<file path="config.mk">
export PLATFORM = sky130hd
export DESIGN_NAME = key_debounce
export DESIGN_NICKNAME = d
export VERILOG_FILES = /design/src/rtl/key_debounce_pkg.sv /design/src/rtl/key_debounce_cell.sv /design/src/rtl/key_debounce.sv
export SDC_FILE = /design/constraint.sdc
export NUM_CORES = 1
export LEC_CHECK = 0
export CAP_MARGIN = 10
export CELL_PAD_IN_SITES_DETAIL_PLACEMENT = 2
export CELL_PAD_IN_SITES_GLOBAL_PLACEMENT = 2
export CORE_MARGIN = 5
export CORE_UTILIZATION = 40
export CTS_CLUSTER_DIAMETER = 120
export CTS_CLUSTER_SIZE = 30
export DETAILED_ROUTE_END_ITERATION = 10
export PLACE_DENSITY = 0.94
export SLEW_MARGIN = 5
export SYNTH_ARGS = -nofsm -noshare
export SYNTH_HDL_FRONTEND = slang
export SYNTH_HIERARCHICAL = 1
export SYNTH_SLANG_ARGS = --single-unit
export TNS_END_PERCENT = 100
</file>
<file path="constraint.sdc">
create_clock -name clk -period 5.9 [get_ports clk]
set_input_delay 0.885 -clock clk [delete_from_list [all_inputs] [get_ports clk]]
set_output_delay 0.885 -clock clk [all_outputs]
set_load 0.01 [all_outputs]
</file>
<file path="src/rtl/key_debounce_pkg.sv">
// key_debounce_pkg: shared default debounce interval and counter sizing helper.
package key_debounce_pkg;
    localparam int DEBOUNCE_CYCLES_DEFAULT = 1000000;
    function automatic int cnt_width(input int cycles);
        return (cycles > 2) ? $clog2(cycles) : 1;
    endfunction
endpackage

</file>
<file path="src/rtl/key_debounce_cell.sv">
// key_debounce_cell: one pushbutton channel -- synchronizer, stability counter, level, pulses, sticky press flag.
module key_debounce_cell
    import key_debounce_pkg::*;
#(
    parameter int DEBOUNCE_CYCLES = DEBOUNCE_CYCLES_DEFAULT
) (
    input  logic clk,
    input  logic reset,
    input  logic key_n,
    input  logic clear_edge,
    output logic pressed,
    output logic press_pulse,
    output logic release_pulse,
    output logic edge_capture
);
    localparam int CW = cnt_width(DEBOUNCE_CYCLES);
    localparam logic [CW-1:0] CNT_LAST = CW'(DEBOUNCE_CYCLES - 1);
    logic [1:0]    sync_q;
    logic          stable_q, stable_d;
    logic [CW-1:0] cnt_q, cnt_d;
    logic          pressed_q, press_q, release_q, cap_q;
    logic          differ;
    // stable_q keeps the raw pin polarity (1 = released); the toggle clears the counter
    always_comb begin
        differ   = sync_q[1] != stable_q;
        cnt_d    = (differ && cnt_q != CNT_LAST) ? cnt_q + 1'b1 : '0;
        stable_d = (differ && cnt_q == CNT_LAST) ? ~stable_q : stable_q;
    end
    always_ff @(posedge clk) begin
        if (reset) begin
            sync_q    <= 2'b11;
            stable_q  <= 1'b1;
            cnt_q     <= '0;
            pressed_q <= 1'b0;
            press_q   <= 1'b0;
            release_q <= 1'b0;
            cap_q     <= 1'b0;
        end else begin
            sync_q    <= {sync_q[0], key_n};
            stable_q  <= stable_d;
            cnt_q     <= cnt_d;
            pressed_q <= ~stable_q;
            press_q   <= ~stable_q & ~pressed_q;
            release_q <= stable_q & pressed_q;
            cap_q     <= press_q | (cap_q & ~clear_edge);
        end
    end
    assign pressed       = pressed_q;
    assign press_pulse   = press_q;
    assign release_pulse = release_q;
    assign edge_capture  = cap_q;
endmodule

</file>
<file path="src/rtl/key_debounce.sv">
// key_debounce: NUM_KEYS independent pushbutton debouncers with press/release strobes and sticky press flags.
module key_debounce
    import key_debounce_pkg::*;
#(
    parameter int NUM_KEYS        = 4,
    parameter int DEBOUNCE_CYCLES = DEBOUNCE_CYCLES_DEFAULT
) (
    input  logic                clk,
    input  logic                reset,
    input  logic [NUM_KEYS-1:0] key_n,
    input  logic [NUM_KEYS-1:0] clear_edges,
    output logic [NUM_KEYS-1:0] pressed,
    output logic [NUM_KEYS-1:0] press_pulse,
    output logic [NUM_KEYS-1:0] release_pulse,
    output logic [NUM_KEYS-1:0] edge_capture
);
    for (genvar k = 0; k < NUM_KEYS; k++) begin : g_key
        key_debounce_cell #(.DEBOUNCE_CYCLES(DEBOUNCE_CYCLES)) u_cell (
            .clk          (clk),
            .reset        (reset),
            .key_n        (key_n[k]),
            .clear_edge   (clear_edges[k]),
            .pressed      (pressed[k]),
            .press_pulse  (press_pulse[k]),
            .release_pulse(release_pulse[k]),
            .edge_capture (edge_capture[k])
        );
    end
endmodule
</file>
==> results of run 1 <==
where the power goes:
part	internal, W	switching, W
registers	0.000732	0.00000256
clock network	0.000384	0.000289
logic	0.00000985	0.0000148
total	0.00113	0.000306
area by class of cell:
class | count | area (µm²) | share of cell area (%)
well taps | 143 | 179 | 3.37
clock buffers | 10 | 239 | 4.50
multi-input cells | 364 | 2310 | 43.5
inverters | 20 | 75.1 | 1.41
repair buffers | 26 | 258 | 4.85
clock inverters | 6 | 86.3 | 1.63
flip-flops and latches | 108 | 2160 | 40.7
worst max-delay path, delay by kind of cell, from the launching register on:
kind,cells,cell delay [ns]
AO/OA/AOI/OAI,2,0.77
AND/OR/NAND/NOR,2,1.15
flip-flops,1,0.38
placed cells by master, fill, tap and decap left out, types with 4 or more instances in the layout:
master and n:
sky130_fd_sc_hd__and3_1 4, sky130_fd_sc_hd__or4b_1 8, sky130_fd_sc_hd__or4_4 4, sky130_fd_sc_hd__a211o_1 4
sky130_fd_sc_hd__clkbuf_16 9, sky130_fd_sc_hd__dfxtp_1 108, sky130_fd_sc_hd__xor2_1 8, sky130_fd_sc_hd__nor2_1 36
sky130_fd_sc_hd__nand3_1 28, sky130_fd_sc_hd__ha_1 4, sky130_fd_sc_hd__nor3_1 12, sky130_fd_sc_hd__o31ai_1 12
sky130_fd_sc_hd__a21oi_1 32, sky130_fd_sc_hd__clkdlybuf4s50_1 25, sky130_fd_sc_hd__o21ai_0 16, sky130_fd_sc_hd__xnor2_1 40
sky130_fd_sc_hd__or2_2 8, sky130_fd_sc_hd__nor4_1 12, sky130_fd_sc_hd__nand2_1 28, sky130_fd_sc_hd__o21ai_4 4
sky130_fd_sc_hd__and4_2 4, sky130_fd_sc_hd__nor2_2 40, sky130_fd_sc_hd__or3_1 28, sky130_fd_sc_hd__nand4_1 12
sky130_fd_sc_hd__o21a_1 4, sky130_fd_sc_hd__or4_1 12, sky130_fd_sc_hd__inv_1 20, sky130_fd_sc_hd__or3b_2 4
routing by layer:
layer  share of wire [%]  vias up  wire length, µm
li1                    -     1823                -
met2                  54       70             8400
met3                 2.5       38              388
met4                 3.5        0              548
met1                  40     1950             6170
met5                   0        -                0
sequential cells by signal, indices dropped and copies added (netlist names):
signal,count
g_key.u_cell/press_pulse,4
g_key.u_cell/pressed,4
g_key.u_cell/stable_q,4
g_key.u_cell/cnt_q,80
g_key.u_cell/release_pulse,4
g_key.u_cell/edge_capture,4
g_key.u_cell/sync_q,8
per-stage QoR:
stage               worst slack (ns)  total power (W)  hold slack [ns]  utilization (%)  cells
floorplan                       3.94         0.000766            0.389                -    504
global placement                3.59         0.000773            0.392             43.7    661
detailed placement              3.46         0.000775            0.409             43.7    661
CTS                             3.42          0.00145            0.429             46.5    677
global route                    3.34          0.00148            0.443             46.5    677
finish                          3.43          0.00143            0.426             46.5    677
kinds of logic after synthesis:
logic type               share of synthesized area [%]
AO/OA/AOI/OAI                                     9.88
buffers and inverters                             3.97
AND/OR/NAND/NOR                                   29.6
adder cells (fa/ha/maj)                           1.07
flip-flops                                        46.4
XOR/XNOR                                          9.02
final timing paths:
kind | from | to | slack, ns
setup reg to reg | g_key[0].u_cell/cnt_q[10] | g_key[0].u_cell/cnt_q[18] | 3.43
setup / recovery | g_key[0].u_cell/cnt_q[10] | g_key[0].u_cell/cnt_q[18] | 3.43
hold / removal | g_key[1].u_cell/sync_q[0] | g_key[1].u_cell/sync_q[1] | 0.43
hold reg to reg | g_key[1].u_cell/sync_q[0] | g_key[1].u_cell/sync_q[1] | 0.43
==> impl_results.html, run 1 <==
<table>
<tr><th>Metric</th><th>Value</th></tr>
<tr><th colspan="2">Setup path</th></tr>
<tr><td>Crit path launch type</td><td>flip-flop</td></tr>
<tr><td>Peak per-stage delay on the critical path</td><td>0.61 ns</td></tr>
<tr><td>Crit path DAT</td><td>2.66 ns</td></tr>
<tr><td>Critical path data required time</td><td>just over 6 ns</td></tr>
<tr><td>CP max-delay cell</td><td>sky130_fd_sc_hd__o21ai_4</td></tr>
<tr><td>Setup Crit Path Kind</td><td>flip-flop to flip-flop</td></tr>
<tr><td>Crit path capture type</td><td>flip-flop</td></tr>
<tr><td>Critical Path Fanout Max</td><td>19</td></tr>
<tr><td>Cells along the critical path</td><td>or4b_1 -&gt; or4_4 -&gt; o21ai_4 -&gt; a21oi_1</td></tr>
<tr><td>Worst r2r path cells</td><td>4</td></tr>
<tr><th colspan="2">Final layout</th></tr>
<tr><td>Ratio of cells with drive above 1 in the final layout</td><td>between 10% and 20%</td></tr>
<tr><td>Fill count</td><td>1,219</td></tr>
<tr><td>Growth of design area from synthesis to finish</td><td>14.0%</td></tr>
<tr><td>Final Cell Area</td><td>5310 µm²</td></tr>
<tr><td>Layout net count</td><td>543</td></tr>
<tr><td>ANT cells</td><td>0</td></tr>
<tr><th colspan="2">Power and ir drop</th></tr>
<tr><td>Power per cell area</td><td>~270 nW/µm²</td></tr>
<tr><td>Maximum vdd ir drop</td><td>just over 200 µV</td></tr>
<tr><td>Leakage Power</td><td>1.48 nW</td></tr>
<tr><th colspan="2">CTS</th></tr>
<tr><td># H-tree levels</td><td>3</td></tr>
<tr><td>Clock-pin slew reported for the worst setup and hold paths after clock tree synthesis</td><td>0.08 ns</td></tr>
<tr><td>Inserted Clock Buffers</td><td>9</td></tr>
<tr><td>Buffer count from post-CTS setup fixing</td><td>0</td></tr>
<tr><td>CTS tree</td><td>done</td></tr>
<tr><td>Post_cts resized</td><td>0</td></tr>
<tr><td>Longest Clk Path Bufs</td><td>2</td></tr>
<tr><td>Clock sinks</td><td>108</td></tr>
<tr><td>Cell at the root of the clock tree</td><td>sky130_fd_sc_hd__clkbuf_16</td></tr>
<tr><td>Number of buffers inserted by hold repair at cts</td><td>0</td></tr>
<tr><td>Worst-Skew Late Latency</td><td>0.35 ns</td></tr>
<tr><th colspan="2">Floorplan</th></tr>
<tr><td>Die Y-Extent</td><td>118 µm</td></tr>
<tr><td>Ports</td><td>26</td></tr>
<tr><td>Die width</td><td>roughly 120 µm</td></tr>
<tr><td>Rows</td><td>39</td></tr>
<tr><td>Placeable Area</td><td>11,400 µm²</td></tr>
<tr><td>Initial cell density of the core</td><td>40.8%</td></tr>
<tr><td>Die Outline Area</td><td>~14,000 µm²</td></tr>
<tr><th colspan="2">GRT</th></tr>
<tr><td>GRT Max-Usage Layer</td><td>met2</td></tr>
<tr><td>Antenna violations before repair</td><td>0</td></tr>
<tr><td>Met2 usage</td><td>42.0%</td></tr>
<tr><td>Maximum number of pins on one net before global-route repair</td><td>37</td></tr>
<tr><td>Met3 track utilization from global routing</td><td>3.70%</td></tr>
<tr><td>Met1 track utilization from global routing</td><td>between 20% and 30%</td></tr>
<tr><td>Overall routing resource usage</td><td>between 20% and 30%</td></tr>
<tr><td>First-pass GRT wire length</td><td>roughly 25,000 µm</td></tr>
<tr><td>Via count of the first global-routing pass</td><td>4,501</td></tr>
<tr><td>Total global routing overflow</td><td>0</td></tr>
<tr><th colspan="2">STA</th></tr>
<tr><td>Clock Skews</td><td>between 0.008 and 0.009 ns</td></tr>
<tr><td>Maximum achievable frequency</td><td>404 MHz</td></tr>
<tr><td>Hold Fails Final Rpt</td><td>0</td></tr>
<tr><td>Max_slew headroom</td><td>48.7%</td></tr>
<tr><td>Measured slew at the worst slew-check pin</td><td>0.766 ns</td></tr>
<tr><td>Final period utilization</td><td>41.9%</td></tr>
<tr><td>Final setup vio count</td><td>0</td></tr>
<tr><td>Pins Over Slew Limit</td><td>0</td></tr>
<tr><td>Clock period minus final worst setup slack</td><td>between 2 and 2.5 ns</td></tr>
<tr><td>Total negative slack</td><td>0 ns</td></tr>
<tr><td>RSZ-0062 raised after global routing</td><td>no</td></tr>
<tr><th colspan="2">Place</th></tr>
<tr><td>Post-DP HPWL</td><td>9970 µm</td></tr>
<tr><td>Routability congestion estimate</td><td>0.769</td></tr>
<tr><td>Placement-stage cell area</td><td>4990 µm²</td></tr>
<tr><td>Port-buffer cells</td><td>25</td></tr>
<tr><th colspan="2">Route</th></tr>
<tr><td>Post-DR wirelength/cell</td><td>22.9 µm</td></tr>
<tr><td>TritonRoute pass-1 iters</td><td>4</td></tr>
<tr><td>Antenna-violating nets left</td><td>0</td></tr>
<tr><td>Residual DRC</td><td>0</td></tr>
<tr><td>Number of DRC violations after detailed-routing iteration 0</td><td>173</td></tr>
<tr><td>Via count of the routed design</td><td>3,881</td></tr>
<tr><td>WL final</td><td>between 15,000 and 20,000 µm</td></tr>
<tr><td>Via density per instance</td><td>5.73</td></tr>
<tr><th colspan="2">Synth</th></tr>
<tr><td>Top area cells in the synthesized netlist</td><td>sky130_fd_sc_hd__dfxtp_1 46%, sky130_fd_sc_hd__xnor2_1 7.5%, sky130_fd_sc_hd__nor2_2 5.4%</td></tr>
<tr><td>Number of flops mapped to enable cells by yosys</td><td>0</td></tr>
<tr><td>Avg Cell Area, Syn</td><td>9.24 µm²</td></tr>
<tr><td>Gate count after technology mapping</td><td>between 500 and 600</td></tr>
<tr><td>Register bit total from synthesis</td><td>108</td></tr>
<tr><td>Proportion of synthesized flip-flops having asynchronous set or reset</td><td>0%</td></tr>
<tr><td>Yosys synthesis warning count</td><td>6</td></tr>
<tr><td>Cell taking the most area after synthesis</td><td>sky130_fd_sc_hd__dfxtp_1</td></tr>
<tr><td>Yosys top cell area share</td><td>46.4%</td></tr>
<tr><td>Number of nets in the synthesized netlist</td><td>518</td></tr>
<tr><td>Most common cell in the netlist</td><td>sky130_fd_sc_hd__dfxtp_1</td></tr>
<tr><td>Yosys cell types</td><td>29</td></tr>
<tr><td>Most instantiated cells after synthesis</td><td>108 x sky130_fd_sc_hd__dfxtp_1, 40 x sky130_fd_sc_hd__nor2_2, 40 x sky130_fd_sc_hd__xnor2_1, 36 x sky130_fd_sc_hd__nor2_1, 32 x sky130_fd_sc_hd__a21oi_1</td></tr>
<tr><td>Proportion of synthesized chip area in sequential cells</td><td>46.4%</td></tr>
<tr><td>Most used flip-flop cell after synthesis</td><td>sky130_fd_sc_hd__dfxtp_1</td></tr>
<tr><td>Netlist area before placement</td><td>4660 µm²</td></tr>
<tr><th colspan="2">Flow run</th></tr>
<tr><td>Total of max-cap violations</td><td>0</td></tr>
<tr><th colspan="2">Worst hold path</th></tr>
<tr><td>Worst Hold Depth</td><td>1</td></tr>
<tr><td>Worst min-delay path class</td><td>flip-flop to flip-flop</td></tr>
<tr><th colspan="2">Outcome</th></tr>
<tr><td>Result of the run</td><td>completed</td></tr>
</table>
Note: power is estimated with default switching activity, not from simulation.
==> run 2, diff against run 1 <==
- CORE_UTILIZATION: 40 -> 37
- PLACE_DENSITY: 0.94 -> 0.89
- clock period: 5.9 -> 2.54 ns (I/O delays scaled with it)
==> run 2 against run 1 <==
  * Die area grew 7.4%
  * Flip-flop and latch count unchanged
  * Combinational power is 140% higher
  * Register-to-register slack lost 3.1 ns
  * Global-route usage decreased by 3.9 points
  * Power up 130%
  * Setup slack worse by 3.1 ns
  * Critical path type unchanged
  * Critical endpoint is now g_key[2].u_cell/cnt_q[14]
==> impl_results.html, run 2 (same netlist as run 1, synthesis figures left out) <==
<table>
<tr><th>Metric</th><th>Value</th></tr>
<tr><th colspan="2">Outcome</th></tr>
<tr><td>Result of the run</td><td>completed</td></tr>
<tr><th colspan="2">GRT</th></tr>
<tr><td>Maximum number of pins on one net before global-route repair</td><td>20</td></tr>
<tr><td>Via count of the first global-routing pass</td><td>4,386</td></tr>
<tr><td>Met2 usage</td><td>between 30 and 40%</td></tr>
<tr><td>First-pass GRT wire length</td><td>22,300 µm</td></tr>
<tr><td>Antenna violations before repair</td><td>0</td></tr>
<tr><td>Met1 track utilization from global routing</td><td>21.4%</td></tr>
<tr><td>Overall routing resource usage</td><td>18.7%</td></tr>
<tr><td>Total global routing overflow</td><td>0</td></tr>
<tr><td>GRT Max-Usage Layer</td><td>met2</td></tr>
<tr><td>Met3 track utilization from global routing</td><td>under 10%</td></tr>
<tr><th colspan="2">Power and ir drop</th></tr>
<tr><td>Switching power of the nets</td><td>0.000671 W</td></tr>
<tr><td>Internal power component</td><td>0.00261 W</td></tr>
<tr><td>Switching part of the total power</td><td>20.4%</td></tr>
<tr><td>Leakage Power</td><td>around 1.5 nW</td></tr>
<tr><td>Combinational power share</td><td>under 10%</td></tr>
<tr><td>Maximum vdd ir drop</td><td>~280 µV</td></tr>
<tr><td>Part of the power in the clock network</td><td>46.3%</td></tr>
<tr><td>Power per cell area</td><td>609 nW/µm²</td></tr>
<tr><td>Proportion of power drawn by flip-flops and latches</td><td>51.9%</td></tr>
<tr><th colspan="2">CTS</th></tr>
<tr><td>Inserted Clock Buffers</td><td>9</td></tr>
<tr><td>Clock sinks</td><td>108</td></tr>
<tr><td>Cell at the root of the clock tree</td><td>sky130_fd_sc_hd__clkbuf_16</td></tr>
<tr><td>Worst-Skew Late Latency</td><td>0.35 ns</td></tr>
<tr><td>Post_cts resized</td><td>0</td></tr>
<tr><td># H-tree levels</td><td>3</td></tr>
<tr><td>Buffer count from post-CTS setup fixing</td><td>0</td></tr>
<tr><td>Clock-pin slew reported for the worst setup and hold paths after clock tree synthesis</td><td>~0.07 ns</td></tr>
<tr><td>Longest Clk Path Bufs</td><td>2</td></tr>
<tr><td>CTS tree</td><td>done</td></tr>
<tr><td>Number of buffers inserted by hold repair at cts</td><td>0</td></tr>
<tr><th colspan="2">Route</th></tr>
<tr><td>Residual DRC</td><td>0</td></tr>
<tr><td>Number of DRC violations after detailed-routing iteration 0</td><td>179</td></tr>
<tr><td>Antenna-violating nets left</td><td>0</td></tr>
<tr><td>Via density per instance</td><td>around 5.4</td></tr>
<tr><td>TritonRoute pass-1 iters</td><td>4</td></tr>
<tr><td>WL final</td><td>13,100 µm</td></tr>
<tr><td>Post-DR wirelength/cell</td><td>18.3 µm</td></tr>
<tr><td>Via count of the routed design</td><td>just under 4,000</td></tr>
<tr><th colspan="2">STA</th></tr>
<tr><td>Pins Over Slew Limit</td><td>0</td></tr>
<tr><td>Final setup vio count</td><td>0</td></tr>
<tr><td>Final period utilization</td><td>between 80% and 90%</td></tr>
<tr><td>Maximum achievable frequency</td><td>456 MHz</td></tr>
<tr><td>Hold Fails Final Rpt</td><td>0</td></tr>
<tr><td>RSZ-0062 raised after global routing</td><td>no</td></tr>
<tr><td>Total negative slack</td><td>0 ns</td></tr>
<tr><td>Clock Skews</td><td>about 0.007 ns</td></tr>
<tr><td>Worst Hold Slack</td><td>between 0.4 and 0.5 ns</td></tr>
<tr><td>Measured slew at the worst slew-check pin</td><td>between 0.5 and 0.6 ns</td></tr>
<tr><td>Max_slew headroom</td><td>66.3%</td></tr>
<tr><td>Clock period minus final worst setup slack</td><td>between 2 and 2.5 ns</td></tr>
<tr><th colspan="2">Setup path</th></tr>
<tr><td>Crit path DAT</td><td>~2.4 ns</td></tr>
<tr><td>Cells along the critical path</td><td>or4b_1 -&gt; or4_4 -&gt; o21ai_4 -&gt; buf_4 -&gt; a21oi_1</td></tr>
<tr><td>Critical Path Fanout Max</td><td>19</td></tr>
<tr><td>CP max-delay cell</td><td>sky130_fd_sc_hd__or4b_1</td></tr>
<tr><td>Reg2reg start</td><td>g_key[2].u_cell/cnt_q[10]</td></tr>
<tr><td>Worst reg2reg endpoint</td><td>g_key[2].u_cell/cnt_q[14]</td></tr>
<tr><td>Worst r2r path cells</td><td>5</td></tr>
<tr><td>Crit path launch type</td><td>flip-flop</td></tr>
<tr><td>Crit path capture type</td><td>flip-flop</td></tr>
<tr><td>Setup slack on the worst flop-to-flop path</td><td>0.35 ns</td></tr>
<tr><td>Bufs and invs on worst path</td><td>1</td></tr>
<tr><td>Gate family responsible for the most delay along the worst path</td><td>simple AND/OR/NAND/NOR gates</td></tr>
<tr><td>Critical path data required time</td><td>2.77 ns</td></tr>
<tr><td>Setup Crit Path Kind</td><td>flip-flop to flip-flop</td></tr>
<tr><td>Peak per-stage delay on the critical path</td><td>around 0.6 ns</td></tr>
<tr><th colspan="2">Floorplan</th></tr>
<tr><td>Placeable Area</td><td>12,500 µm²</td></tr>
<tr><td>Die Y-Extent</td><td>approximately 120 µm</td></tr>
<tr><td>Die width</td><td>122 µm</td></tr>
<tr><td>Ports</td><td>26</td></tr>
<tr><td>Rows</td><td>41</td></tr>
<tr><td>Die Outline Area</td><td>14,900 µm²</td></tr>
<tr><td>Initial cell density of the core</td><td>37.4%</td></tr>
<tr><th colspan="2">Final layout</th></tr>
<tr><td>Ratio of cells with drive above 1 in the final layout</td><td>16.1%</td></tr>
<tr><td>Reg with most FFs</td><td>g_key.u_cell/cnt_q</td></tr>
<tr><td>Most common library cell in the layout ignoring fill and taps</td><td>sky130_fd_sc_hd__dfxtp_1</td></tr>
<tr><td>Post-route core utilization</td><td>43.3%</td></tr>
<tr><td>ANT cells</td><td>0</td></tr>
<tr><td>Layout net count</td><td>550</td></tr>
<tr><td>Final Cell Area</td><td>5390 µm²</td></tr>
<tr><td>Number of flip-flops under the largest register name</td><td>80</td></tr>
<tr><td>Fill count</td><td>1,386</td></tr>
<tr><td>Growth of design area from synthesis to finish</td><td>15.7%</td></tr>
<tr><td>Most frequent cells in the layout</td><td>108 x sky130_fd_sc_hd__dfxtp_1, 40 x sky130_fd_sc_hd__xnor2_1, 40 x sky130_fd_sc_hd__nor2_2, 36 x sky130_fd_sc_hd__nor2_1, 32 x sky130_fd_sc_hd__a21oi_1</td></tr>
<tr><td>Largest regs</td><td>g_key.u_cell/cnt_q (80), g_key.u_cell/sync_q (8)</td></tr>
<tr><th colspan="2">Worst hold path</th></tr>
<tr><td>Min-delay src</td><td>g_key[1].u_cell/sync_q[0]</td></tr>
<tr><td>End of the worst hold path</td><td>g_key[1].u_cell/sync_q[1]</td></tr>
<tr><td>Worst Hold Depth</td><td>1</td></tr>
<tr><td>Worst min-delay path class</td><td>flip-flop to flip-flop</td></tr>
<tr><th colspan="2">Flow run</th></tr>
<tr><td>Total of max-cap violations</td><td>0</td></tr>
<tr><th colspan="2">Place</th></tr>
<tr><td>Post-DP HPWL</td><td>8860 µm</td></tr>
<tr><td>Placement-stage cell area</td><td>5070 µm²</td></tr>
<tr><td>Routability congestion estimate</td><td>0.768</td></tr>
<tr><td>Port-buffer cells</td><td>25</td></tr>
</table>
==> run 2: changes by cell type in the layout (fill, tap and decap cells not counted) <==
cell                         previous run  this run
sky130_fd_sc_hd__inv_6                  1         0
sky130_fd_sc_hd__clkinv_2               2         3
sky130_fd_sc_hd__clkbuf_1               0         1
sky130_fd_sc_hd__buf_4                  1         8
sky130_fd_sc_hd__clkinvlp_4             1         0
==> run 2: cell type report <==
cell class                 count  area, µm²  share of cell area, %
clock buffer                  11        243                   4.50
multi-input combinational    364       2310                   42.9
timing repair buffer          33        310                   5.75
tap                          172        215                   3.99
inverter                      20       75.1                   1.39
sequential                   108       2160                   40.1
clock inverter                 5       75.1                   1.39
==> run 2: per-layer routing <==
layer	vias up	routed length [µm]	share of wire, %
li1	1850	-	-
met1	1931	5480	42
met2	47	6980	53
met3	28	276	2.1
met4	0	322	2.5
met5	-	0	0
==> run 2: power groups by stage <==
| stage | clock network [W] | registers [W] | logic [W] |
|---|---|---|---|
| after floorplan | 0 | 0.00174 | 0.0000373 |
| after global placement | 0 | 0.00174 | 0.0000584 |
| after detailed placement | 0 | 0.00174 | 0.0000606 |
| after CTS | 0.00155 | 0.00170 | 0.0000608 |
| after global routing | 0.00162 | 0.00170 | 0.0000665 |
| final | 0.00152 | 0.00170 | 0.0000596 |
==> run 2: how the worst max path moves through the flow <==
| stage | startpoint | endpoint | slack [ns] | cells after the start |
|---|---|---|---|---|
| 5_1_grt | g_key[2].u_cell/cnt_q[10] | g_key[2].u_cell/cnt_q[14] | 0.30 | 5 |
| 6_report | g_key[2].u_cell/cnt_q[10] | g_key[2].u_cell/cnt_q[14] | 0.35 | 5 |
| 3_5_place_dp | g_key[2].u_cell/cnt_q[10] | g_key[2].u_cell/cnt_q[14] | 0.40 | 5 |
| 3_3_place_gp | g_key[1].u_cell/cnt_q[11] | g_key[1].u_cell/cnt_q[2] | 0.51 | 5 |
| 4_1_cts | g_key[2].u_cell/cnt_q[10] | g_key[2].u_cell/cnt_q[14] | 0.34 | 5 |
| 2_1_floorplan | g_key[0].u_cell/cnt_q[10] | g_key[0].u_cell/cnt_q[5] | 0.58 | 5 |
==> run 2: through the flow <==
stage | std cells | power, W | worst slack, ns
6_report | 713 | 0.00328 | 0.348
5_1_grt | 713 | 0.00339 | 0.304
4_1_cts | 713 | 0.00332 | 0.345
3_5_place_dp | 697 | 0.00180 | 0.396
3_3_place_gp | 697 | 0.00180 | 0.509
2_1_floorplan | 504 | 0.00178 | 0.579
==> run 3, diff against run 2 <==
- CORE_MARGIN: 5 -> 2
==> run 3 against run 2 <==
  * Cell area down 0.88%
  * Power shrank 4.5%
  * Combinational power is 0.8% lower
  * Critical endpoint is now g_key[2].u_cell/cnt_q[15]
  * Largest power group unchanged
==> impl_results.html, run 3 (same netlist as run 1, synthesis figures left out) <==
<table>
<tr><th>Metric</th><th>Value</th></tr>
<tr><th colspan="2">Place</th></tr>
<tr><td>Port-buffer cells</td><td>25</td></tr>
<tr><td>Routability congestion estimate</td><td>0.801</td></tr>
<tr><td>Placement-stage cell area</td><td>5060 µm²</td></tr>
<tr><td>Post-DP HPWL</td><td>9030 µm</td></tr>
<tr><th colspan="2">Setup path</th></tr>
<tr><td>Crit path capture type</td><td>flip-flop</td></tr>
<tr><td>Bufs and invs on worst path</td><td>1</td></tr>
<tr><td>Launching instance or port of the critical path</td><td>g_key[2].u_cell/cnt_q[11]</td></tr>
<tr><td>Crit path launch type</td><td>flip-flop</td></tr>
<tr><td>Peak per-stage delay on the critical path</td><td>0.60 ns</td></tr>
<tr><td>Gate family responsible for the most delay along the worst path</td><td>simple AND/OR/NAND/NOR gates</td></tr>
<tr><td>CP max-delay cell</td><td>sky130_fd_sc_hd__or4_4</td></tr>
<tr><td>Reg2reg start</td><td>g_key[2].u_cell/cnt_q[11]</td></tr>
<tr><td>Critical path data required time</td><td>2.77 ns</td></tr>
<tr><td>Cells along the critical path</td><td>or4b_1 -&gt; or4_4 -&gt; o21ai_4 -&gt; buf_4 -&gt; a21oi_1</td></tr>
<tr><td>Critical Path Fanout Max</td><td>19</td></tr>
<tr><td>Setup Crit Path Kind</td><td>flip-flop to flip-flop</td></tr>
<tr><td>Crit path DAT</td><td>2.42 ns</td></tr>
<tr><th colspan="2">Final layout</th></tr>
<tr><td>Final Cell Area</td><td>5350 µm²</td></tr>
<tr><td>Ratio of cells with drive above 1 in the final layout</td><td>15.6%</td></tr>
<tr><td>Layout net count</td><td>549</td></tr>
<tr><td>Fill count</td><td>roughly 1,300</td></tr>
<tr><td>Reg with most FFs</td><td>g_key.u_cell/cnt_q</td></tr>
<tr><td>ANT cells</td><td>0</td></tr>
<tr><td>Most frequent cells in the layout</td><td>108 x sky130_fd_sc_hd__dfxtp_1, 40 x sky130_fd_sc_hd__xnor2_1, 40 x sky130_fd_sc_hd__nor2_2, 36 x sky130_fd_sc_hd__nor2_1, 32 x sky130_fd_sc_hd__a21oi_1</td></tr>
<tr><td>Growth of design area from synthesis to finish</td><td>14.7%</td></tr>
<tr><td>Largest regs</td><td>g_key.u_cell/cnt_q (80), g_key.u_cell/sync_q (8)</td></tr>
<tr><td>Number of flip-flops under the largest register name</td><td>80</td></tr>
<tr><td>Most common library cell in the layout ignoring fill and taps</td><td>sky130_fd_sc_hd__dfxtp_1</td></tr>
<tr><th colspan="2">Power and ir drop</th></tr>
<tr><td>Maximum vdd ir drop</td><td>~350 µV</td></tr>
<tr><td>Overall Power</td><td>0.00314 W</td></tr>
<tr><td>Leakage Power</td><td>approximately 1.5 nW</td></tr>
<tr><td>Power per cell area</td><td>587 nW/µm²</td></tr>
<tr><th colspan="2">Floorplan</th></tr>
<tr><td>Initial cell density of the core</td><td>a little under two fifths</td></tr>
<tr><td>Die Outline Area</td><td>13,500 µm²</td></tr>
<tr><td>Rows</td><td>40</td></tr>
<tr><td>Placeable Area</td><td>approximately 12,000 µm²</td></tr>
<tr><td>Die width</td><td>116 µm</td></tr>
<tr><td>Ports</td><td>26</td></tr>
<tr><td>Die Y-Extent</td><td>116 µm</td></tr>
<tr><th colspan="2">GRT</th></tr>
<tr><td>Via count of the first global-routing pass</td><td>about 4,200</td></tr>
<tr><td>Total global routing overflow</td><td>0</td></tr>
<tr><td>Maximum number of pins on one net before global-route repair</td><td>20</td></tr>
<tr><td>Antenna violations before repair</td><td>0</td></tr>
<tr><td>First-pass GRT wire length</td><td>21,700 µm</td></tr>
<tr><td>Overall routing resource usage</td><td>a little over a fifth</td></tr>
<tr><th colspan="2">STA</th></tr>
<tr><td>Clock period minus final worst setup slack</td><td>2.19 ns</td></tr>
<tr><td>Total negative slack</td><td>0 ns</td></tr>
<tr><td>Final period utilization</td><td>86.3%</td></tr>
<tr><td>Maximum achievable frequency</td><td>roughly 460 MHz</td></tr>
<tr><td>Final setup vio count</td><td>0</td></tr>
<tr><td>RSZ-0062 raised after global routing</td><td>no</td></tr>
<tr><td>Measured slew at the worst slew-check pin</td><td>between 0.5 and 0.6 ns</td></tr>
<tr><td>Pins Over Slew Limit</td><td>0</td></tr>
<tr><td>Hold Fails Final Rpt</td><td>0</td></tr>
<tr><td>Max_slew headroom</td><td>approximately 64%</td></tr>
<tr><td>Clock Skews</td><td>0.00677 ns</td></tr>
<tr><th colspan="2">CTS</th></tr>
<tr><td>Buffer count from post-CTS setup fixing</td><td>0</td></tr>
<tr><td>Longest Clk Path Bufs</td><td>2</td></tr>
<tr><td>Clock sinks</td><td>108</td></tr>
<tr><td>Cell at the root of the clock tree</td><td>sky130_fd_sc_hd__clkbuf_16</td></tr>
<tr><td>Worst-Skew Late Latency</td><td>0.35 ns</td></tr>
<tr><td>Number of buffers inserted by hold repair at cts</td><td>0</td></tr>
<tr><td># H-tree levels</td><td>3</td></tr>
<tr><td>Inserted Clock Buffers</td><td>9</td></tr>
<tr><td>CTS tree</td><td>done</td></tr>
<tr><td>Clock-pin slew reported for the worst setup and hold paths after clock tree synthesis</td><td>about 0.07 ns</td></tr>
<tr><td>Post_cts resized</td><td>0</td></tr>
<tr><th colspan="2">Route</th></tr>
<tr><td>Post-DR wirelength/cell</td><td>18.3 µm</td></tr>
<tr><td>Via count of the routed design</td><td>roughly 3,800</td></tr>
<tr><td>Via density per instance</td><td>5.32</td></tr>
<tr><td>TritonRoute pass-1 iters</td><td>4</td></tr>
<tr><td>Antenna-violating nets left</td><td>0</td></tr>
<tr><td>WL final</td><td>13,000 µm</td></tr>
<tr><td>Residual DRC</td><td>0</td></tr>
<tr><td>Number of DRC violations after detailed-routing iteration 0</td><td>about 170</td></tr>
<tr><th colspan="2">Flow run</th></tr>
<tr><td>Total of max-cap violations</td><td>0</td></tr>
<tr><th colspan="2">Outcome</th></tr>
<tr><td>Result of the run</td><td>completed</td></tr>
<tr><th colspan="2">Worst hold path</th></tr>
<tr><td>Min-delay src</td><td>g_key[0].u_cell/sync_q[0]</td></tr>
<tr><td>Worst min-delay path class</td><td>flip-flop to flip-flop</td></tr>
</table>
==> run 3: cell types whose count changed in the layout (fill, tap and decap cells not counted) <==
cell                        previous run  this run
sky130_fd_sc_hd__clkinv_2              3         1
sky130_fd_sc_hd__bufinv_16             2         0
sky130_fd_sc_hd__buf_4                 8         7
sky130_fd_sc_hd__clkbuf_8              1         3
sky130_fd_sc_hd__clkbuf_1              1         3
==> run 3: layer usage <==
| layer | track usage (%) | routed length, µm | part of all wire, % |
|---|---|---|---|
| met4 | 9.60 | 327 | 2.5 |
| met2 | 39.8 | 7080 | 55 |
| met3 | 2.75 | 207 | 1.6 |
| met5 | 0 | 0 | 0 |
| met1 | 22.7 | 5360 | 41 |
==> run 3: layout make-up <==
class | count | area [µm²] | area share [%]
Clock buffer | 15 | 278 | 5.20
Inverter | 20 | 75.1 | 1.40
Clock inverter | 1 | 5.00 | 0.0936
Multi-Input combinational cell | 364 | 2310 | 43.3
Tap cell | 168 | 210 | 3.93
Timing Repair Buffer | 32 | 303 | 5.66
Sequential cell | 108 | 2160 | 40.4
==> run 3: path summary, 6_finish.rpt <==
check	slack, ns	cells past startpoint	end
setup / recovery	0.35	5	g_key[2].u_cell/cnt_q[15]
hold / removal	0.42	1	g_key[0].u_cell/sync_q[1]
setup reg to reg	0.35	5	g_key[2].u_cell/cnt_q[15]
hold reg to reg	0.42	1	g_key[0].u_cell/sync_q[1]
==> run 3: stage by stage <==
step	std cells	util, %	hold slack [ns]	setup slack [ns]
floorplan	504	-	0.389	0.579
CTS	708	44.0	0.420	0.344
detailed placement	692	41.6	0.403	0.432
global route	708	44.0	0.433	0.281
global placement	692	41.6	0.393	0.499
finish	708	44.0	0.420	0.347
==> run 3: where the power goes <==
group          switching (W)  internal, W
clock network       0.000624     0.000747
logic              0.0000327    0.0000265
registers         0.00000539      0.00170
